File: src/rtl/mem_access_unit_pkg.sv
// Shared definitions for the memory access unit: access size encodings,
// FSM state type and the request legality rule.
package mem_access_unit_pkg;

    localparam logic [1:0] SIZE_B = 2'b00;
    localparam logic [1:0] SIZE_H = 2'b01;
    localparam logic [1:0] SIZE_W = 2'b10;

    typedef enum logic [1:0] {
        IDLE = 2'b00,
        RD   = 2'b01,
        WR   = 2'b10,
        RESP = 2'b11
    } state_t;

    // Illegal size, or a half/word access not naturally aligned.
    function automatic logic req_is_bad(input logic [1:0] size, input logic [1:0] offset);
        return (size == 2'b11) ||
               ((size == SIZE_H) && offset[0]) ||
               ((size == SIZE_W) && (offset != 2'b00));
    endfunction

endpackage

File: src/rtl/mem_access_unit_lane.sv
// Little-endian lane handling: extracts and extends the addressed byte/half
// of a read word, and merges store data into the addressed lane of a word.
module mem_lane_align
    import mem_access_unit_pkg::*;
(
    input  logic [31:0] rd_word,
    input  logic [31:0] base_word,
    input  logic [1:0]  size,
    input  logic [1:0]  offset,
    input  logic        is_unsigned,
    input  logic [31:0] wdata,
    output logic [31:0] load_data,
    output logic [31:0] merge_data
);

    logic [7:0]  byte_sel;
    logic [15:0] half_sel;

    // Lane select, extension and merge for the addressed lane.
    always_comb begin
        byte_sel   = rd_word[{offset, 3'b000} +: 8];
        half_sel   = offset[1] ? rd_word[31:16] : rd_word[15:0];
        load_data  = rd_word;
        merge_data = base_word;
        case (size)
            SIZE_B: begin
                load_data = is_unsigned ? {24'b0, byte_sel} : {{24{byte_sel[7]}}, byte_sel};
                merge_data[{offset, 3'b000} +: 8] = wdata[7:0];
            end
            SIZE_H: begin
                load_data = is_unsigned ? {16'b0, half_sel} : {{16{half_sel[15]}}, half_sel};
                if (offset[1]) merge_data[31:16] = wdata[15:0];
                else           merge_data[15:0]  = wdata[15:0];
            end
            default: begin
                load_data  = rd_word;
                merge_data = wdata;
            end
        endcase
    end

endmodule

File: src/rtl/mem_access_unit.sv
// Load/store unit: accepts one byte/half/word request at a time, performs
// read-modify-write for sub-word stores and returns a single response.
module mem_access_unit
    import mem_access_unit_pkg::*;
(
    input  logic        clk,
    input  logic        rst,
    input  logic        req_valid,
    output logic        req_ready,
    input  logic        req_write,
    input  logic [1:0]  req_size,
    input  logic        req_unsigned,
    input  logic [17:0] req_addr,
    input  logic [31:0] req_wdata,
    output logic        resp_valid,
    input  logic        resp_ready,
    output logic [31:0] resp_rdata,
    output logic        resp_err,
    output logic [15:0] mem_address,
    output logic        mem_write_en,
    output logic [31:0] mem_write_data,
    input  logic [31:0] mem_read_data
);

    state_t      state, state_nxt;
    logic        r_write;
    logic        r_unsigned;
    logic [1:0]  r_size;
    logic [17:0] r_addr;
    logic [31:0] r_wdata;
    logic [31:0] word_q;
    logic [31:0] load_data;
    logic [31:0] merge_data;
    logic        accept;
    logic        req_err;

    assign req_ready      = (state == IDLE);
    assign accept         = req_valid && req_ready;
    assign req_err        = req_is_bad(req_size, req_addr[1:0]);
    assign resp_valid     = (state == RESP);
    assign mem_write_en   = (state == WR);
    assign mem_address    = r_addr[17:2];
    assign mem_write_data = (r_size == SIZE_W) ? r_wdata : merge_data;

    mem_lane_align u_lane (
        .rd_word     (mem_read_data),
        .base_word   (word_q),
        .size        (r_size),
        .offset      (r_addr[1:0]),
        .is_unsigned (r_unsigned),
        .wdata       (r_wdata),
        .load_data   (load_data),
        .merge_data  (merge_data)
    );

    // State register.
    always_ff @(posedge clk) begin
        if (rst) state <= IDLE;
        else     state <= state_nxt;
    end

    // Next-state: errors skip memory, sub-word stores read before writing.
    always_comb begin
        state_nxt = state;
        case (state)
            IDLE: begin
                if (accept) begin
                    if (req_err)                                  state_nxt = RESP;
                    else if (!req_write || (req_size != SIZE_W)) state_nxt = RD;
                    else                                          state_nxt = WR;
                end
            end
            RD:      state_nxt = r_write ? WR : RESP;
            WR:      state_nxt = RESP;
            RESP:    if (resp_ready) state_nxt = IDLE;
            default: state_nxt = IDLE;
        endcase
    end

    // Request capture, read-word capture and response registers.
    always_ff @(posedge clk) begin
        if (rst) begin
            r_write    <= 1'b0;
            r_unsigned <= 1'b0;
            r_size     <= '0;
            r_addr     <= '0;
            r_wdata    <= '0;
            word_q     <= '0;
            resp_rdata <= '0;
            resp_err   <= 1'b0;
        end else begin
            if (accept) begin
                r_write    <= req_write;
                r_unsigned <= req_unsigned;
                r_size     <= req_size;
                r_addr     <= req_addr;
                r_wdata    <= req_wdata;
                resp_rdata <= '0;
                resp_err   <= req_err;
            end
            if (state == RD) begin
                word_q <= mem_read_data;
                if (!r_write) resp_rdata <= load_data;
            end
        end
    end

endmodule

File: config.mk
export PLATFORM = sky130hd
export DESIGN_NAME = mem_access_unit
export DESIGN_NICKNAME = d
export VERILOG_FILES = /design/src/rtl/mem_access_unit_pkg.sv /design/src/rtl/mem_access_unit_lane.sv /design/src/rtl/mem_access_unit.sv
export SDC_FILE = /design/constraint.sdc
export NUM_CORES = 1
export LEC_CHECK = 0
export ABC_AREA = 0
export CAP_MARGIN = 20
export CORE_UTILIZATION = 53
export DETAILED_ROUTE_END_ITERATION = 12
export PLACE_DENSITY = 0.95
export SYNTH_ARGS = -nofsm -noshare
export SYNTH_HDL_FRONTEND = slang
export SYNTH_HIERARCHICAL = 1
export SYNTH_SLANG_ARGS = --single-unit
File: constraint.sdc
create_clock -name clk -period 7.76 [get_ports clk]
set_input_delay 2.328 -clock clk [delete_from_list [all_inputs] [get_ports clk]]
set_output_delay 2.328 -clock clk [all_outputs]
set_load 0.05 [all_outputs]
==> impl_metrics.yaml <==
outcome:
  outcome: "complete, no violations"
sta:
  finalClockSkew_ns: 0.00872
  post-route-period-util_pct: 79.4
  setup-tns-final_ns: 0
  hold_viol_final: 0
  rsz0062_at_grt: "no"
  fmax_mhz: 162
  slew_viol_final: 0
  finalSetupViolations: 0
  slew_headroom_pct: 27.1
  worst_pin_slew_ns: 1.09
  min_period_ns: 6.16
place:
  io_buffers: 173
  place_area_um2: 8230
  gp_congestion: 0.942
  dp_cells: 1057
  dp_hpwl_mm: 13.4
detailed_routing:
  drc: 0
  routed_via_density: 5.95
  wl_per_cell_um: 18.7
  vias: 6489
  wirelength_mm: 20.4
  first_pass_iters: 8
  antenna_left: 0
  drt_iter0_drc: 674
clocking:
  htree_levels: 4
  cts.clk_slew.worst_paths_ns: 0.05
  cts.sinks: 121
  post_cts_buffers: 0
  cts_tree: "done"
  holdBufCountCts: 0
  numCtsBuffers: 17
  cts-root-buf: "clkbuf_16"
  post_cts_resized: 0
  clk_path_buf_depth: 2
  clock_latency_ns: 0.42
power_and_ir_drop:
  powerDensity_nw_per_um2: 382
  p_leak_nw: 3.27
  peakVddDrop_mv: 0.289
global_routing:
  gr-usage-all-layers_pct: 31.4
  first_global_vias: 6255
  grt_max_degree: 88
  grt_pass1_wl_mm: 31.6
  antenna_found_initial: 0
  grt.overflow.total: 0
layout:
  area_growth_syn_to_layout_pct: 32.5
  fin_cells: 1090
  num_antenna_cells: 0
  final.fill_count: 834
  fin_area_um2: 8890
  final_common_cell: "nand2_1"
  final_nets: 1009
  drive_above_1_share_pct: 17.4
  most-common-layout-cells: "nand2_1, clkdlybuf4s50_1, dfxtp_1"
critical_path:
  rrSetupSlack_ns: 5.16
  cp_top_family: "buffers and inverters"
  crit_path_max_fanout: 12
  cp-startpoint: "r_addr[0]$_SDFFE_PP0P_"
  end_kind: "primary output"
  reg2reg_depth: 6
  cp.depth: 8
  r2r_end: "resp_rdata[8]$_SDFF_PP0_"
  required_ns: 5.43
  start_kind: "register"
  critPathBufInv: 2
  crit_end: "mem_write_data[20]"
  reg2reg_from: "r_size[1]$_SDFFE_PP0P_"
  crit_chain: "inv_1, ha_1, nand3b_1, nor4_2, nand2_1, a32oi_1, mux2_2, clkdlybuf4s50_1"
  crit_arrival_ns: 3.83
  slowest_delay_ns: 0.80
  path_class: "reg2out"
  crit_slowest_cell: "clkdlybuf4s50_1"
hold_path:
  hp-class: "reg2reg"
floorplanning:
  dieArea_um2: 13100
  start_util_pct: 55.2
  io_pins: 174
  rows: 40
  die_w_um: 115
  dieHeight_um: 115
  fp.coreArea_um2: 12200
logic_synthesis:
  synth.top_cell.area_share_pct: 36.1
  synth_area_um2: 6710
  syn_inst: 789
  ys.flop_type: "dfxtp_1"
  ys_ff_latch: 121
  yosys.area.top_type: "dfxtp_1"
  synthTopCellsByArea: "dfxtp_1, nand2_1, mux2_2, a22oi_2, a21oi_1"
  syn_area_per_cell_um2: 8.51
  syn_nets: 889
  ys_warn_count: 6
  ys_seq_area_share_pct: 36.1
  synth-edff-count: 0
  synthArstFlopShare_pct: 0
  yosysUniqueCellTypes: 50
flow_run:
  maxCapViolations: 0
[how the worst min path moves through the flow]
stage                                  from                       to  cells after the start
CTS                  r_addr[2]$_SDFFE_PP0P_   r_addr[2]$_SDFFE_PP0P_                      2
global placement     r_addr[8]$_SDFFE_PP0P_   r_addr[8]$_SDFFE_PP0P_                      2
finish               r_addr[2]$_SDFFE_PP0P_   r_addr[2]$_SDFFE_PP0P_                      2
floorplan           r_unsigned$_SDFFE_PP0P_  r_unsigned$_SDFFE_PP0P_                      2
detailed placement   r_addr[2]$_SDFFE_PP0P_   r_addr[2]$_SDFFE_PP0P_                      2
global route         r_addr[2]$_SDFFE_PP0P_   r_addr[2]$_SDFFE_PP0P_                      2
[worst min-delay path, cell delays in order (launching register included)]
cell	delay [ns]
dfxtp_1	0.30
nand2_1	0.05
a21oi_1	0.05
[power by group]
group,switching [W],internal [W]
logic,0.00103,0.000605
clock network,0.000284,0.000577
registers,0.000143,0.000760
total,0.00146,0.00194
[layout make-up]
cell class	instances	area (µm²)	share of cell area, %
multi-input cells	580	3790	42.6
flip-flops and latches	121	2420	27.3
inverters	10	37.5	0.422
well taps	168	210	2.36
clock inverters	12	198	2.22
clock buffers	20	447	5.02
repair buffers	179	1790	20.1
[synthesized netlist by cell type (2+ instances only)]
cell type and count:
and2_1 2, inv_1 8, dfxtp_1 121, buf_8 3
a221oi_1 6, buf_4 23, buf_1 4, nor3_1 4
mux2_2 37, a221o_1 8, o21ai_1 2, a211oi_2 2
buf_6 5, ha_1 10, a21oi_1 74, a2bb2oi_1 7
mux2i_1 35, nand2b_1 10, a21oi_2 10, a22oi_2 30
mux2_1 2, nand2_1 185, nor2_1 42, a211o_1 7
nor2_2 30, a211oi_1 2, clkbuf_1 24, a22oi_1 21
buf_2 19, o21ai_0 23, a22o_1 10, nor2b_1 5
[registers in the layout, summed over array words and instances, names as in the netlist, 2 cells and up]
signal,cells
r_addr,18
r_wdata,32
state,2
r_size,2
resp_rdata,32
word_q,32
[kinds of logic (layout without fill, tap and decap cells)]
logic type	Yosys count	in the layout	share of synthesized area, %
AOI/OAI and AO/OA	207	207	23.6
adders and majority gates	10	10	1.86
buffers and inverters	88	221	7.62
DFF	121	121	36.1
muxes	74	74	11.8
and+or+nand+nor	289	289	19.1
[metal layers]
layer,GRT usage (%),part of all wire (%)
met5,0,0
met1,37.0,39
met2,52.2,48
met3,8.79,8.3
met4,16.4,4.5
[metrics by stage]
step	total power [W]	hold WS (ns)	utilization (%)	worst slack, ns
finish	0.00340	0.450	73.1	1.60
global route	0.00353	0.469	73.1	1.41
CTS	0.00337	0.455	73.0	1.67
detailed placement	0.00250	0.448	67.7	2.18
global placement	0.00247	0.440	67.7	2.33
floorplan	0.00212	0.431	-	3.32
Power figures use the tool's default switching activity.
